==> config.mk <==
export PLATFORM = sky130hd
export DESIGN_NAME = line_buf_ctrl
export DESIGN_NICKNAME = d
export VERILOG_FILES = /design/src/rtl/line_buf_ctrl_pkg.sv /design/src/rtl/lb_raster_cnt.sv /design/src/rtl/line_buf_ctrl.sv
export SDC_FILE = /design/constraint.sdc
export NUM_CORES = 1
export LEC_CHECK = 0
export ABC_AREA = 1
export BUFFER_PORTS_ARGS = -buffer_cell sky130_fd_sc_hd__buf_2
export CAP_MARGIN = 25
export CORE_MARGIN = 2
export CORE_UTILIZATION = 49
export DETAILED_ROUTE_END_ITERATION = 8
export PLACE_DENSITY = 0.81
export SETUP_SLACK_MARGIN = 0.05
export SLEW_MARGIN = 0
export SYNTH_ARGS = -nofsm -noshare
export SYNTH_HDL_FRONTEND = slang
export SYNTH_SLANG_ARGS = --single-unit
==> constraint.sdc <==
create_clock -name clk -period 1.9 [get_ports clk]
set_clock_uncertainty 0.2 [all_clocks]
set_input_delay 0.38 -clock clk [delete_from_list [all_inputs] [get_ports clk]]
set_output_delay 0.38 -clock clk [all_outputs]
set_load 0.03 [all_outputs]
==> src/rtl/line_buf_ctrl_pkg.sv <==
// Shared definitions for the line-buffer write/rotation controller:
// bank geometry, FSM state encoding and the bank-to-write-enable mapping.
package line_buf_ctrl_pkg;

   localparam int NUM_BANKS  = 8;
   localparam int WIN_LINES  = 7;
   localparam int BANK_W     = 3;
   localparam int LINE_CNT_W = 11;

   typedef enum logic [1:0] {
      ST_IDLE = 2'd0,
      ST_FILL = 2'd1,
      ST_RUN  = 2'd2,
      ST_DONE = 2'd3
   } lb_state_e;

   // The RAM block numbers its write enables MSB-first: bank i sits on bit 7-i.
   function automatic logic [NUM_BANKS-1:0] bank_to_we(input logic [BANK_W-1:0] bank);
      logic [NUM_BANKS-1:0] we;
      we = '0;
      we[BANK_W'(NUM_BANKS-1) - bank] = 1'b1;
      return we;
   endfunction

endpackage

==> src/rtl/lb_raster_cnt.sv <==
// Column/line raster counters with line-end, window-fill and frame-end strobes.
// A restart forces the current pixel to column 0 of line 0 before advancing.
module lb_raster_cnt #(
   parameter int H_ACTIVE  = 1920,
   parameter int V_ACTIVE  = 1080,
   parameter int ADDR_W    = 11,
   parameter int LINE_W    = 11,
   parameter int WIN_LINES = 7
) (
   input  logic              clk,
   input  logic              rst_n,
   input  logic              adv,
   input  logic              restart,
   output logic [ADDR_W-1:0] col,
   output logic [LINE_W-1:0] line_cnt,
   output logic              line_end,
   output logic              fill_end,
   output logic              frame_end
);

   logic [ADDR_W-1:0] col_q, col_d;
   logic [LINE_W-1:0] line_q, line_d, line_cur;

   always_comb begin
      col       = restart ? '0 : col_q;
      line_cur  = restart ? '0 : line_q;
      line_end  = adv && (col == ADDR_W'(H_ACTIVE - 1));
      fill_end  = line_end && (line_cur == LINE_W'(WIN_LINES - 1));
      frame_end = line_end && (line_cur == LINE_W'(V_ACTIVE - 1));
      col_d     = col_q;
      line_d    = line_q;
      if (adv) begin
         col_d  = line_end ? '0 : col + ADDR_W'(1);
         line_d = line_end ? line_cur + LINE_W'(1) : line_cur;
      end
   end

   always_ff @(posedge clk or negedge rst_n) begin
      if (!rst_n) begin
         col_q  <= '0;
         line_q <= '0;
      end else begin
         col_q  <= col_d;
         line_q <= line_d;
      end
   end

   assign line_cnt = line_q;

endmodule

==> src/rtl/line_buf_ctrl.sv <==
// Write/rotation controller for the 8-bank line-buffer RAM: writes one raster
// line per bank, rotates banks per line and flags when a 7-line window is readable.
//
// state | meaning
// IDLE  | waiting for a start-of-frame pixel
// FILL  | fewer than 7 complete lines in the buffer, window not yet valid
// RUN   | 7+ complete lines, every written pixel has a valid window
// DONE  | one cycle after the last pixel of the frame, frame_done asserted
module line_buf_ctrl
   import line_buf_ctrl_pkg::*;
#(
   parameter int H_ACTIVE = 1920,
   parameter int V_ACTIVE = 1080,
   parameter int ADDR_W   = 11,
   parameter int DATA_W   = 8
) (
   input  logic                  clk,
   input  logic                  rst_n,
   input  logic                  pix_vld,
   input  logic                  pix_sof,
   input  logic [DATA_W-1:0]     pix_data,
   output logic [NUM_BANKS-1:0]  ram_ce,
   output logic [NUM_BANKS-1:0]  ram_we,
   output logic [ADDR_W-1:0]     ram_addr,
   output logic [DATA_W-1:0]     ram_wdata,
   output logic                  win_vld,
   output logic [BANK_W-1:0]     win_top,
   output logic [BANK_W-1:0]     wr_bank,
   output logic [LINE_CNT_W-1:0] line_cnt,
   output logic                  frame_done
);

   if (H_ACTIVE > (1 << ADDR_W)) begin : g_addr_chk
      $error("line_buf_ctrl: H_ACTIVE does not fit in ADDR_W address bits");
   end
   if (V_ACTIVE >= (1 << LINE_CNT_W)) begin : g_line_chk
      $error("line_buf_ctrl: V_ACTIVE does not fit in line_cnt");
   end

   lb_state_e             state_q, state_d;
   logic [BANK_W-1:0]     bank_q, bank_d, bank_cur;
   logic [NUM_BANKS-1:0]  ce_q, ce_d, we_q, we_d;
   logic [ADDR_W-1:0]     addr_q, addr_d;
   logic [DATA_W-1:0]     wdata_q, wdata_d;
   logic                  win_q, win_d;
   logic [BANK_W-1:0]     top_q, top_d, bank_out_q, bank_out_d;
   logic                  accept, restart;
   logic [ADDR_W-1:0]     col;
   logic                  line_end, fill_end, frame_end;

   lb_raster_cnt #(
      .H_ACTIVE  (H_ACTIVE),
      .V_ACTIVE  (V_ACTIVE),
      .ADDR_W    (ADDR_W),
      .LINE_W    (LINE_CNT_W),
      .WIN_LINES (WIN_LINES)
   ) u_raster (
      .clk       (clk),
      .rst_n     (rst_n),
      .adv       (accept),
      .restart   (restart),
      .col       (col),
      .line_cnt  (line_cnt),
      .line_end  (line_end),
      .fill_end  (fill_end),
      .frame_end (frame_end)
   );

   always_comb begin
      state_d    = state_q;
      restart    = pix_vld && pix_sof;
      accept     = pix_vld && (pix_sof || state_q == ST_FILL || state_q == ST_RUN);
      bank_cur   = restart ? '0 : bank_q;
      bank_d     = bank_q;
      we_d       = '0;
      win_d      = 1'b0;
      addr_d     = addr_q;
      wdata_d    = wdata_q;
      top_d      = top_q;
      bank_out_d = bank_out_q;

      case (state_q)
         ST_IDLE:         if (restart) state_d = ST_FILL;
         ST_FILL, ST_RUN: if (restart) state_d = ST_FILL;
         ST_DONE:         state_d = restart ? ST_FILL : ST_IDLE;
         default:         state_d = ST_IDLE;
      endcase

      if (accept) begin
         if (frame_end)     state_d = ST_DONE;
         else if (fill_end) state_d = ST_RUN;
         bank_d     = line_end ? bank_cur + BANK_W'(1) : bank_cur;
         we_d       = bank_to_we(bank_cur);
         win_d      = (state_q == ST_RUN) && !restart;
         addr_d     = col;
         wdata_d    = pix_data;
         top_d      = bank_cur + BANK_W'(1);
         bank_out_d = bank_cur;
      end

      // Keep the enables up through the cycle that carries the final write.
      ce_d = (state_d == ST_FILL || state_d == ST_RUN || accept) ? '1 : '0;
   end

   always_ff @(posedge clk or negedge rst_n) begin
      if (!rst_n) begin
         state_q    <= ST_IDLE;
         bank_q     <= '0;
         ce_q       <= '0;
         we_q       <= '0;
         addr_q     <= '0;
         wdata_q    <= '0;
         win_q      <= 1'b0;
         top_q      <= '0;
         bank_out_q <= '0;
      end else begin
         state_q    <= state_d;
         bank_q     <= bank_d;
         ce_q       <= ce_d;
         we_q       <= we_d;
         addr_q     <= addr_d;
         wdata_q    <= wdata_d;
         win_q      <= win_d;
         top_q      <= top_d;
         bank_out_q <= bank_out_d;
      end
   end

   assign ram_ce     = ce_q;
   assign ram_we     = we_q;
   assign ram_addr   = addr_q;
   assign ram_wdata  = wdata_q;
   assign win_vld    = win_q;
   assign win_top    = top_q;
   assign wr_bank    = bank_out_q;
   assign frame_done = (state_q == ST_DONE);

endmodule
Word-level counts from Yosys, hierarchy flattened --
Cells that the tools add are included.
Storage, ports and cells: input bits 12, word-level logic and storage cells 56, output and inout port bits 54, register bits after elaboration 69, bits in latches 0, memory bits (read-only) 0, memory bits (writable) 0, memories 0
Operators by class: reduce and logical (&&, ||, !) cells 14, add/sub/neg operators 4, eq/ne operators 8, multipliers 0, div/mod/pow operators 0, $lt $le $gt $ge 2, shift-type cells 0, multiplexer cells 17, bitwise operators 0
Operators with widths (number):
- 11-bit two-way mux | 4
- 11-bit by 1-bit adder with 11-bit output, second input constant | 2
- 11-bit equality test, second input constant | 2
- 8-bit two-way mux | 2
- 11-bit by 3-bit equality test with 1-bit output, second input constant | 1
- 2-bit two-way mux | 4
- 1-bit logical AND | 7
- 2-bit equality test, second input constant | 3
- 3-bit two-way mux | 2
- 2-bit by 1-bit equality test with 1-bit output, second input constant | 2
- 1-bit logical OR | 4
- 3-bit by 4-bit less-than comparator with 1-bit output, second input constant | 1
- 2-bit one-hot mux with 2 select lines | 1
- 3-bit by 1-bit adder with 3-bit output, second input constant | 1
- 1-bit demux with 3-bit select | 1
- 3-bit by 1-bit >= comparator with 1-bit output, second input constant | 1
- 1-bit two-way mux | 3
- 3-bit OR reduction | 1
- 3-bit subtractor, first input constant | 1
- 2-bit zero test | 1
- 1-bit zero test | 1

Logic depth before layout (Yosys ltp) --
Gate-level depths: netlist (run 1).
word-level depth 13, mapped depth 14, mapped depth without buffers 13

Hierarchy --
A second synthesis (run 1) with hierarchy kept.
Second synthesis, totals: cell total of the unflattened synthesis 416, area total of the unflattened synthesis 3153.0 um^2
By module, submodules not included:
- line_buf_ctrl | cells an instance 187, sequential area each 1001.0 um^2, area an instance 1637.8 um^2, instances 1
- lb_raster_cnt | cells an instance 229, sequential area each 550.5 um^2, area an instance 1515.2 um^2, instances 1

Least setup slack after synthesis (run 1) --
Ideal clock, no wire load.
path type input -> register, from input port pix_vld, to register ce_q[6] (netlist: ram_ce[6]), path buffers 1, setup time 0.121 ns, slack -0.240 ns, arrival time 1.819 ns, stages 12, path through nand2_4 -> buf_6 -> nand2_1 -> inv_1 -> ha_1 -> nand3_4 -> nor2_8 -> nand3_1 -> nor2_4 -> nand2_2 -> a21oi_1 -> nand2_1
On the way: cells in the longest elaborated chain, start to end 12
Ends and longest elaborated chain:
- start, declared | line line_buf_ctrl.sv:19 | input logic pix_vld,
- 1-bit logical AND (*) | line line_buf_ctrl.sv:71 | restart = pix_vld && pix_sof;
- 11-bit two-way mux (*) | line lb_raster_cnt.sv:25 | col = restart ? '0 : col_q;
- via col[0] | line line_buf_ctrl.sv:48 | logic [ADDR_W-1:0] col;
- 11-bit equality test (*) | line lb_raster_cnt.sv:27 | line_end = adv && (col == ADDR_W'(H_ACTIVE - 1));
- 1-bit logical AND (*) | line lb_raster_cnt.sv:27
- 1-bit logical AND | line lb_raster_cnt.sv:28 | fill_end = line_end && (line_cur == LINE_W'(WIN_LINES - 1));
- 2-bit two-way mux | line line_buf_ctrl.sv:91 | else if (fill_end) state_d = ST_RUN;
- 2-bit two-way mux (*) | line line_buf_ctrl.sv:90 | if (frame_end) state_d = ST_DONE;
- 2-bit two-way mux (*) | line line_buf_ctrl.sv:89 | if (accept) begin
- 2-bit by 1-bit equality test with 1-bit output or 2-bit equality test (tied branches) | line line_buf_ctrl.sv:102 | ce_d = (state_d == ST_FILL || state_d == ST_RUN || accept) ? '1 : '0;
- 1-bit logical OR (*) (2 in series) | line line_buf_ctrl.sv:102
- 8-bit two-way mux (*) | line line_buf_ctrl.sv:102
- end signal, assigned | line line_buf_ctrl.sv:109 | ce_q <= '0;
- end signal, assigned | line line_buf_ctrl.sv:119 | ce_q <= ce_d;
- end, declared | line line_buf_ctrl.sv:42 | logic [NUM_BANKS-1:0] ce_q, ce_d, we_q, we_d;
Mark *: on every way through the listed nets, which the timed path passes. The rest lies on a longest branch. A chain may end at the register's enable or synchronous reset.

Worst setup path in the final report (run 1) --
from register u_raster.col_q[0], to register u_raster.line_q[6] (netlist: u_raster.line_cnt[6])
On the way: cells in the longest elaborated chain, start to end 4
Ends and longest elaborated chain:
- start, declared | line lb_raster_cnt.sv:21 | logic [ADDR_W-1:0] col_q, col_d;
- start signal, assigned | line lb_raster_cnt.sv:43 | col_q <= col_d;
- 11-bit two-way mux | line lb_raster_cnt.sv:25
- via col[0] | line line_buf_ctrl.sv:48
- 11-bit equality test | line lb_raster_cnt.sv:27
- 1-bit logical AND | line lb_raster_cnt.sv:27
- 11-bit two-way mux | line lb_raster_cnt.sv:34 | line_d = line_end ? line_cur + LINE_W'(1) : line_cur;
- end signal, assigned | line lb_raster_cnt.sv:44 | line_q <= line_d;
- end, declared | line lb_raster_cnt.sv:22 | logic [LINE_W-1:0] line_q, line_d, line_cur;
The timed path passes the listed nets, and every way through them passes these cells.

==> implementation parameters, run 1 <==
Parameter                              Value

GRT
  Maximum number of pins on one net before global-route repair    44
  Met1 usage in global routing    26.8%
  Met2 track demand over resource    38.1%
  Met3 usage in global routing    6.76%
  Busiest layer in global routing    met2
  Wire length of the first global-routing pass    12.2 mm
  Initial antenna violation count    0
  Remaining global-route overflow    0
  Vias in the first global route    2678
  Total GRT Usage    between 20% and 30%

Setup path
  Origin of the critical flop-to-flop path    u_raster.col_q[0]
  Critical Path Sink Type    flip-flop
  Arrival time of data at the critical path endpoint    1.97 ns
  Worst stage delay on the critical path    0.42 ns
  CP delay by family, top    simple AND/OR/NAND/NOR gates
  Critical setup path kind    reg2reg
  Number of buffer and inverter stages on the critical path    3
  Crit path from    u_raster.col_q[0]
  Crit-path max FO    5
  Cell-by-cell trace of the critical path    nand2_4, inv_4, ha_4, nand3_4, nor2_8, nand4_1, nor2_4, buf_6, buf_16, nand2_2, o21ai_1
  Crit start category    flip-flop
  Required time at the endpoint of the critical path    ~2 ns
  Slowest stage cell, crit path    dfrtp_1

Pwr
  Leakage    0.00221 uW
  Internal power    2280 uW
  Maximum vdd ir drop    ~0.54 mV
  Combinational Power Share    12.5%
  Reported net switching power    roughly 830 uW
  Sequential group share of total power    a little under half
  Net switching share of the total power    26.7%
  Proportion of power drawn by the clock network    41.9%
  Total power divided by cell area    between 700 and 800 nW/um2

Status
  Outcome    finished, final reports clean

CTS
  H-tree Lvls    3
  Clock-pin slew of the registers on the worst-case setup and hold paths    0.07 ns
  Clock tree sinks    62
  Max Root-Sink Buffers    2
  Clock insertion delay at the later pin of the skew report    0.35 ns
  Number of buffers added by the clock tree synthesis step    9
  Buffer type at the clock tree root    clkbuf_8
  CTS tree    yes

Worst hold path
  Worst Min Path Start    pix_data[1]
  Hold crit path type    in2reg

STA
  Final worst-path cycle share    between 90 and 100%
  Unrepaired setup endpoints after global routing    yes
  Highest clock rate    530 MHz
  Final Hold Slack    0.0273 ns
  Worst-Margin Slew    0.288 ns
  Pins Over Slew Limit    0
  Aggregate negative setup slack    0 ns
  Min Tclk post-route    about 1.9 ns
  Hold Violations, Final    0
  Count of final setup violators    0
  Worst max-slew margin expressed relative to the limit    between 80 and 90%

Logic synthesis
  Count of state elements after synthesis    62
  Share of cell area taken by muxes after synthesis    0%
  Share of the synthesized area in compound gates (AO/OA/AOI/OAI)    roughly 4.3%
  Net Count, Synth    396
  Sequential share of the synthesized area    50.3%
  Ys flop type    dfrtp_1
  Number of synthesis warnings    0
  Main combinational cell family by area after synthesis    simple AND/OR/NAND/NOR gates
  Fraction of post-synthesis cell area in the top cell type by area    about half
  Average size of a mapped cell    8.11 um2
  Largest area contributor in the netlist    dfrtp_1
  Xor and xnor fraction of the mapped netlist area    4.26%
  Async set-or-reset flop fraction in the synthesized netlist    100%
  Area contributors post-synth    dfrtp_1, nand2_1, inv_1
  Leading cell type by number of instances after synthesis    nand2_1
  Unique masters post-synth    29
  Number of enable flip-flop cells after synthesis    0
  Mapped Cells    380
  Post-synthesis share of cell area spent on full adders, half adders and majority gates    under 10%
  Top post-synthesis cells by count    nand2_1, dfrtp_1, inv_1, nor2_1, nand3_1
  Synthesized area    3080 um2
  Simple logic cell fraction of the synthesized area    slightly above 30%

Floorplan
  Die boundary width    83.3 um
  Core box area    between 5000 and 6000 um2
  Number of top-level pins    66
  Starting Density    51.4%
  Die ar.    6940 um2
  Die height    83.3 um
  Site Rows    28

Job
  Max-capacitance violation count    0

Placed design
  Routability-driven placement congestion ratio    ~0.87
  Total half-perimeter wirelength after legalization and detailed placement    5.22 mm
  Port buffer count    65

Detailed routing
  Iter 0 DRT Violations    approximately 200
  Routed vias    2790
  Sum of routed wire length over all layers    7.43 mm
  Drt first pass iters    4
  Routed vias/inst    4.96
  Post-route antenna net violation count    0
  DRC violations left    0
  Final routed wire length divided by cell count    13.2 um

Final layout
  P&R area growth vs syn    33.8%
  Net total in the final layout    499
  Proportion of layout cells with a drive suffix above 1    about a third
  Utilization after layout    between 60% and 70%
  Antenna diode count    0
## worst register-to-register path, cell delays in order (launching register included)
cell and delay [ns]:
dfrtp_1 0.42, nand2_4 0.08, inv_4 0.07, ha_4 0.14, nand3_4 0.08, nor2_8 0.16
nand4_1 0.14, nor2_4 0.19, buf_6 0.14, buf_16 0.10, nand2_2 0.04, o21ai_1 0.07
## kinds of logic (layout without fill, tap and decap cells)
kind of cell | count (synthesis) | count (layout)
adders and majority gates | 4 | 4
buffers and inverters | 56 | 164
DFF | 62 | 62
xor gates and xnor gates | 15 | 15
AOI/OAI and AO/OA | 26 | 26
and+or+nand+nor | 217 | 217
## area by class of cell
| cell class | instances | area (um2) |
|---|---|---|
| Fill cell | 463 | 1870 |
| Sequential cell | 62 | 1550 |
| Multi-Input combinational cell | 262 | 1380 |
| Timing Repair Buffer | 108 | 714 |
| Inverter | 40 | 160 |
| Clock buffer | 10 | 138 |
| Tap cell | 75 | 93.8 |
| Clock inverter | 6 | 83.8 |
## routing by layer
| layer | share of wire, % | wire length (um) | vias up |
|---|---|---|---|
| met1 | 43 | 3180 | 1320 |
| met3 | 5.7 | 427 | 14 |
| met4 | 1.6 | 122 | 0 |
| met2 | 50 | 3700 | 76 |
| met5 | 0 | 0 | - |
| li1 | - | - | 1380 |
## power groups by stage
stage	Clock [uW]	Combinational, uW	Sequential, uW
after floorplan	0	149	1510
after global placement	0	358	1440
after detailed placement	0	368	1440
after CTS	1330	385	1420
after global routing	1390	427	1430
final	1310	390	1420
## cell usage in the layout, fill, tap and decap left out, types with 3 or more instances in the layout
| cell type | count |
|---|---|
| nand4_1 | 7 |
| xor2_1 | 9 |
| buf_6 | 5 |
| clkinv_2 | 3 |
| clkbuf_8 | 10 |
| nor2_2 | 5 |
| nor3_1 | 4 |
| nand3_1 | 18 |
| nand2_2 | 10 |
| buf_4 | 34 |
| buf_2 | 65 |
| o21ai_1 | 7 |
| o21ai_0 | 15 |
| inv_4 | 4 |
| dfrtp_1 | 62 |
| nor2_4 | 5 |
| nand2_1 | 132 |
| nor2_1 | 26 |
| inv_1 | 33 |
| xnor2_1 | 4 |
| inv_2 | 3 |
## stage by stage
stage / instances / instance area [um2] / setup slack [ns] / total power [uW]
floorplan: 380 / 3130 / -0.0510 / 1660
global placement: 540 / 3740 / -0.138 / 1800
detailed placement: 540 / 3740 / -0.197 / 1810
CTS: 561 / 4030 / 0.0330 / 3130
global route: 563 / 4120 / -0.0839 / 3240
finish: 563 / 4120 / 0.0120 / 3120
## worst paths after layout
| path | cells past startpoint | to | slack, ns |
|---|---|---|---|
| setup reg to reg | 11 | u_raster.line_cnt[6] | 0.01 |
| hold / removal | 3 | ram_wdata[1] | 0.03 |
| setup / recovery | 11 | u_raster.line_cnt[6] | 0.01 |
| min in group asynchronous | 2 | ram_addr[7] | 0.18 |
| hold reg to reg | 2 | ram_addr[2] | 0.28 |
| max in group asynchronous | 3 | ram_we[0] | 0.90 |
## state kept, by name, summed over array words and instances, names as in the netlist
name               count
ram_addr              11
u_raster.col_q        11
u_raster.line_cnt     11
ram_wdata              8
ram_we                 8
bank_q                 3
win_top                3
wr_bank                3
state_q                2
ram_ce                 1
win_vld                1
## what timing repair did
| item | in CTS | in global routing |
|---|---|---|
| buffers inserted | 3 | 3 |
| pin swaps | 3 | 10 |
| hold buffers | 1 | 0 |
| gates cloned | 1 | 0 |
| hold endpoints to repair | 62 | 0 |
| gates resized for setup | 2 | 27 |
| setup endpoints to repair | 5 | 24 |
No activity file was read; power rests on OpenSTA's default activity.
==> run 2: changes to the inputs <==
- CORE_ASPECT_RATIO: default -> 1.25
==> implementation parameters, run 2 (same netlist as run 1, synthesis figures left out) <==
Parameter                              Value

Status
  Outcome    finished, final reports clean

GRT
  Initial antenna violation count    0 (unchanged)
  Total GRT Usage    24.1% (+2.0 points)
  Vias in the first global route    2790 (+4.2%)
  Wire length of the first global-routing pass    12.7 mm (+4.2%)
  Remaining global-route overflow    0 (unchanged)
  Maximum number of pins on one net before global-route repair    63 (+43%)

STA
  Worst-Margin Slew    0.325 ns (+0.0374 ns)
  Count of final setup violators    0 (unchanged)
  Aggregate negative setup slack    0 ns (unchanged)
  Highest clock rate    536 MHz (+1.2%)
  PnR worst setup slack    0.0338 ns (+0.0218 ns)
  Hold Violations, Final    0 (unchanged)
  Final worst-path cycle share    98.2% (-1.1 points)
  Worst max-slew margin expressed relative to the limit    78.3% (-2.3 points)
  Min Tclk post-route    1.87 ns (-0.0218 ns)
  Unrepaired setup endpoints after global routing    yes
  Pins Over Slew Limit    0 (unchanged)

Setup path
  Number of buffer and inverter stages on the critical path    1 (-2)
  Crit-path max FO    7 (+2)
  Slowest stage cell, crit path    dfrtp_1
  Cell-by-cell trace of the critical path    inv_2, nor2_4, ha_4, nand3_4, nor2_8, nand3_4, nor2_4, nand2_4, a21oi_2, nand2_1
  Critical Path Sink Type    flip-flop
  Crit start category    flip-flop
  Critical setup path kind    reg2reg
  Arrival time of data at the critical path endpoint    1.91 ns (-0.06 ns)
  CP delay by family, top    simple AND/OR/NAND/NOR gates
  Worst stage delay on the critical path    0.38 ns (-0.04 ns)
  Required time at the endpoint of the critical path    1.94 ns (-0.04 ns)

Worst hold path
  Hold crit path type    in2reg

Placed design
  Placed cell areas    3750 um2 (+0.34%)
  Port buffer count    65 (unchanged)
  Worst Setup Slack post-DPL    -0.220 ns (-0.0227 ns)
  Routability-driven placement congestion ratio    0.883 (+1.8%)
  Number of placed instances, taps included    550 (+1.9%)
  Total half-perimeter wirelength after legalization and detailed placement    5.34 mm (+2.3%)

Pwr
  Total power divided by cell area    780 nW/um2 (+3.2%)
  Leakage    0.00219 uW (-0.72%)
  Maximum vdd ir drop    0.547 mV (+2.0%)

Floorplan
  Core box area    6130 um2 (+2.3%)
  Die ar.    6940 um2 (about the same)
  Die boundary width    74.9 um (-10%)
  Starting Density    50.3% (-1.1 points)
  Number of top-level pins    66 (unchanged)
  Die height    92.7 um (+11%)
  Site Rows    32 (+14%)

Final layout
  Area taken by multi-input logic gates    1370 um2 (-0.82%)
  Filler cell count    497 (+7.3%)
  Net total in the final layout    497 (-0.40%)
  Most common cell after layout, fill and taps aside    nand2_1
  Total non-filler cell area in the finished layout    4080 um2 (-0.97%)
  Antenna diode count    0 (unchanged)
  Most frequent cells in the layout    nand2_1, buf_2, dfrtp_1
  Non-filler cells in the finished layout    571 (+1.4%)
  Flip-flop and latch area    1550 um2 (unchanged)
  P&R area growth vs syn    32.5%
  Proportion of layout cells with a drive suffix above 1    33.1% (-0.48 points)
  Utilization after layout    66.6% (-2.2 points)

CTS
  Number of buffers added by the clock tree synthesis step    9 (unchanged)
  H-tree Lvls    3 (unchanged)
  Clock-pin slew of the registers on the worst-case setup and hold paths    0.08 ns (about the same)
  CTS tree    yes
  Max Root-Sink Buffers    2 (unchanged)
  Buffer type at the clock tree root    clkbuf_8
  Clock insertion delay at the later pin of the skew report    0.35 ns (about the same)
  Clock tree sinks    62 (unchanged)

Detailed routing
  Routed vias/inst    4.91 (-0.91%)
  Iter 0 DRT Violations    152 (-25%)
  Drt first pass iters    4 (unchanged)
  Routed vias    2804 (+0.50%)
  Sum of routed wire length over all layers    7.50 mm (+0.90%)
  DRC violations left    0 (unchanged)
  Post-route antenna net violation count    0 (unchanged)
  Final routed wire length divided by cell count    13.1 um (-0.51%)

Job
  Max-capacitance violation count    0 (unchanged)
[run 2: area by class of cell]
type	instances	area share (%)
Multi-Input combinational cell	262	33.6
Clock inverter	7	2.57
Clock buffer	9	3.03
Inverter	40	4.05
Sequential cell	62	38.0
Tap cell	85	2.60
Timing Repair Buffer	106	16.2
[run 2: where the power goes]
part,switching (uW),internal (uW),leakage [uW],total (uW)
registers,43.7,1370,0.000828,1420
clock network,607,759,0.000112,1370
logic,252,149,0.00125,401
[run 2: final timing paths]
kind / start / to / slack [ns] / cells past startpoint
setup / recovery: u_raster.col_q[1] / ram_ce[6] / 0.03 / 10
hold / removal: pix_data[1] / ram_wdata[1] / 0.02 / 3
setup reg to reg: u_raster.col_q[1] / ram_ce[6] / 0.03 / 10
hold reg to reg: ram_wdata[1] / ram_wdata[1] / 0.28 / 2
max in group asynchronous: rst_n / u_raster.col_q[8] / 0.86 / 3
min in group asynchronous: rst_n / ram_wdata[0] / 0.37 / 3
[run 2: worst min-delay path: cells and delay by family]
family	cells	cell delay, ns
buf+inv	1	0.07
simple gates	2	0.08
[run 2: through the flow]
stage | hold WS, ns | total power [uW]
2_1_floorplan | -0.116 | 1660
3_3_place_gp | 0.211 | 1800
3_5_place_dp | 0.213 | 1810
4_1_cts | 0.0159 | 3170
5_1_grt | 0.0263 | 3300
6_report | 0.0189 | 3190
[run 2: routing by layer]
layer / part of all wire (%) / up-vias / global-route usage, %
met5: 0 / - / 0
met4: 3.3 / 0 / 9.97
met3: 4.6 / 20 / 6.09
met2: 53 / 79 / 39.4
met1: 39 / 1333 / 29.6
li1: - / 1372 / -
[run 2: timing repair]
item,4_1_cts,5_1_grt
setup endpoints to repair,10,25
hold buffers,1,0
pin swaps,3,7
gates resized for setup,2,20
buffers inserted,1,3
hold endpoints to repair,62,0
==> run 3: changes to the inputs <==
- ABC_AREA: 1 -> 0
- CORE_UTILIZATION: 49 -> 48
- PLACE_DENSITY: 0.81 -> 0.8
==> implementation parameters, run 3 <==
Parameter                              Value

Status
  Outcome    finished with violations
  Violated checks    negative setup slack

Pwr
  Internal power    2360 uW (+3.5%)
  Combinational Power Share    17.8% (+5.2 points)
  Sequential group share of total power    43.9% (-0.6 points)
  Maximum vdd ir drop    0.406 mV (-26%)
  Total power divided by cell area    780 nW/um2 (about the same)
  Leakage    0.00216 uW (-1.2%)
  Proportion of power drawn by the clock network    38.3% (-4.6 points)
  Reported net switching power    913 uW (+1.2%)
  Net switching share of the total power    27.9% (-0.47 points)

Worst hold path
  Worst Min Path Start    pix_data[6]
  Worst-case hold path end point    ram_wdata[6]
  Hold Crit Depth    3 (unchanged)
  Hold crit path type    in2reg

Setup path
  Crit path from    u_raster.line_cnt[1]
  Destination of the worst register-to-register timing path    u_raster.line_cnt[10]
  Worst stage delay on the critical path    0.49 ns (+0.11 ns)
  Crit start category    flip-flop
  Critical Path Sink Type    flip-flop
  Slowest stage cell, crit path    or4_4
  Critical setup path kind    reg2reg
  Arrival time of data at the critical path endpoint    2.24 ns (+0.33 ns)
  Crit-path max FO    2 (-5)
  Cell-by-cell trace of the critical path    and2_4, ha_4, and3_4, nand4_1, or4_4, or4_1, nand2_1
  Origin of the critical flop-to-flop path    u_raster.line_cnt[1]
  Required time at the endpoint of the critical path    1.99 ns (+0.05 ns)
  Setup slack, reg-to-reg    -0.26 ns (-0.29 ns)
  Worst reg2reg path depth    7 (-3)

STA
  Unrepaired setup endpoints after global routing    yes
  Final worst-path cycle share    113% (+15 points)
  Worst-Margin Slew    0.335 ns (+0.00983 ns)
  Min Tclk post-route    2.16 ns (+0.290 ns)
  Highest clock rate    464 MHz (-13%)
  Count of final setup violators    19 (+19)
  PnR worst setup slack    -0.256 ns (-0.290 ns)
  Worst max-slew margin expressed relative to the limit    77.5% (-0.83 points)
  Hold Violations, Final    0 (unchanged)
  Final Hold Slack    0.0138 ns (-0.00510 ns)
  Pins Over Slew Limit    0 (unchanged)

Final layout
  Proportion of layout cells with a drive suffix above 1    43.8% (+11 points)
  Utilization after layout    72.7% (+6.1 points)
  Total non-filler cell area in the finished layout    4200 um2 (+2.9%)
  Most common cell after layout, fill and taps aside    nand2_1
  Net total in the final layout    446 (-10%)
  Most frequent cells in the layout    nand2_1, buf_2, buf_4
  P&R area growth vs syn    47.1%
  Antenna diode count    0 (unchanged)
  Non-filler cells in the finished layout    500 (-12%)

Logic synthesis
  Area contributors post-synth    dfrtp_1, nand2_1, o21ai_0
  Largest area contributor in the netlist    dfrtp_1
  Number of enable flip-flop cells after synthesis    0 (unchanged)
  Net Count, Synth    313 (-21%)
  Ys flop type    dfrtp_1
  Average size of a mapped cell    9.62 um2 (+19%)
  Synthesized area    2860 um2 (-7.3%)
  Sequential share of the synthesized area    54.3% (+3.9 points)
  Count of state elements after synthesis    62 (unchanged)
  Number of synthesis warnings    0 (unchanged)
  Unique masters post-synth    45 (+55%)
  Top post-synthesis cells by count    nand2_1, dfrtp_1, o21ai_0, nor2_1, clkbuf_1
  Async set-or-reset flop fraction in the synthesized netlist    100% (unchanged)
  Leading cell type by number of instances after synthesis    nand2_1
  Fraction of post-synthesis cell area in the top cell type by area    54.3% (+3.9 points)
  Mapped Cells    297 (-22%)

GRT
  Total GRT Usage    25.7% (+1.6 points)
  Vias in the first global route    2769 (-0.75%)
  Maximum number of pins on one net before global-route repair    63 (unchanged)
  Initial antenna violation count    0 (unchanged)
  Wire length of the first global-routing pass    12.9 mm (+1.8%)
  Remaining global-route overflow    0 (unchanged)

Floorplan
  Die boundary width    73.0 um (-2.6%)
  Die height    90.3 um (-2.6%)
  Site Rows    31 (-3.1%)
  Starting Density    49.4% (-0.86 points)
  Die ar.    6590 um2 (-5.1%)
  Core box area    5780 um2 (-5.7%)
  Number of top-level pins    66 (unchanged)

Job
  Max-capacitance violation count    0 (unchanged)

Detailed routing
  Drt first pass iters    4 (unchanged)
  Post-route antenna net violation count    0 (unchanged)
  Iter 0 DRT Violations    233 (+53%)
  Routed vias    2742 (-2.2%)
  DRC violations left    0 (unchanged)
  Sum of routed wire length over all layers    7.99 mm (+6.5%)
  Final routed wire length divided by cell count    16.0 um (+22%)
  Routed vias/inst    5.48 (+12%)

CTS
  Number of buffers added by the clock tree synthesis step    9 (unchanged)
  Clock insertion delay at the later pin of the skew report    0.35 ns (about the same)
  CTS tree    yes
  Clock-pin slew of the registers on the worst-case setup and hold paths    0.07 ns (about the same)
  H-tree Lvls    3 (unchanged)
  Clock tree sinks    62 (unchanged)
  Buffer type at the clock tree root    clkbuf_8
  Max Root-Sink Buffers    2 (unchanged)

Placed design
  Number of placed instances, taps included    471 (-14%)
  Placed cell areas    3730 um2 (-0.53%)
  Port buffer count    65 (unchanged)
  Worst Setup Slack post-DPL    -0.555 ns (-0.335 ns)
  Total half-perimeter wirelength after legalization and detailed placement    5.11 mm (-4.4%)
  Routability-driven placement congestion ratio    0.947 (+7.3%)
run 3: changes by cell type after synthesis, moves of 5 or more:
cell and change:
nor2_1 -17, inv_1 -33, nand2_1 -62, and2_1 +6, a21oi_1 +8, clkbuf_1 +10, nand3_1 -13, buf_2 -5
run 3: metrics by stage:
| step | power (uW) | setup TNS, ns |
|---|---|---|
| global placement | 1950 | -8.39 |
| detailed placement | 1970 | -9.33 |
| CTS | 3250 | -1.44 |
| finish | 3280 | -2.00 |
| floorplan | 1730 | -3.75 |
| global route | 3410 | -3.75 |
run 3: layout make-up:
cell class              count  area, um2
clock inverters             6       87.6
well taps                  66       82.6
flip-flops and latches     62       1550
multi-input cells         212       1390
repair buffers            141        952
inverters                   4       17.5
clock buffers               9        124
fillers                   400       1580
run 3: critical path, delay by kind of cell (launching register included):
kind	cells	cell delay [ns]
DFF	1	0.36
adders and majority gates	1	0.13
and+or+nand+nor	6	1.40
run 3: how the worst max path moves through the flow:
stage	to
after floorplan	u_raster.line_cnt[10]
after global placement	u_raster.line_cnt[10]
after detailed placement	u_raster.line_cnt[10]
after CTS	u_raster.line_cnt[10]
after global routing	u_raster.line_cnt[10]
final	u_raster.line_cnt[10]
run 3: cells by family after synthesis:
family | synth area share, %
simple gates | 25.8
compound gates | 9.37
mux | 1.14
flops | 54.3
fa+ha+maj | 1.75
xor+xnor | 3.68
buf+inv | 3.94
run 3: routing by layer:
metal / wire [um] / part of all wire, % / track usage, % / vias up
li1: - / - / - / 1282
met1: 3050 / 38 / 30.7 / 1330
met2: 4310 / 54 / 41.7 / 109
met3: 397 / 5.0 / 7.25 / 21
met4: 233 / 2.9 / 12.7 / 0
met5: 0 / 0 / 0 / -
run 3: repair_timing:
action,in CTS,in global routing
pin swaps,20,12
hold buffers,1,0
endpoints found under the hold margin,62,0
setup endpoints to repair,23,28
gates resized for setup,25,14
buffers inserted,9,7
run 3: power groups by stage:
stage | Combinational (uW) | Clock (uW) | Sequential, uW
finish | 582 | 1260 | 1440
floorplan | 171 | 0 | 1560
global placement | 494 | 0 | 1460
global route | 627 | 1340 | 1450
detailed placement | 510 | 0 | 1460
CTS | 546 | 1270 | 1440
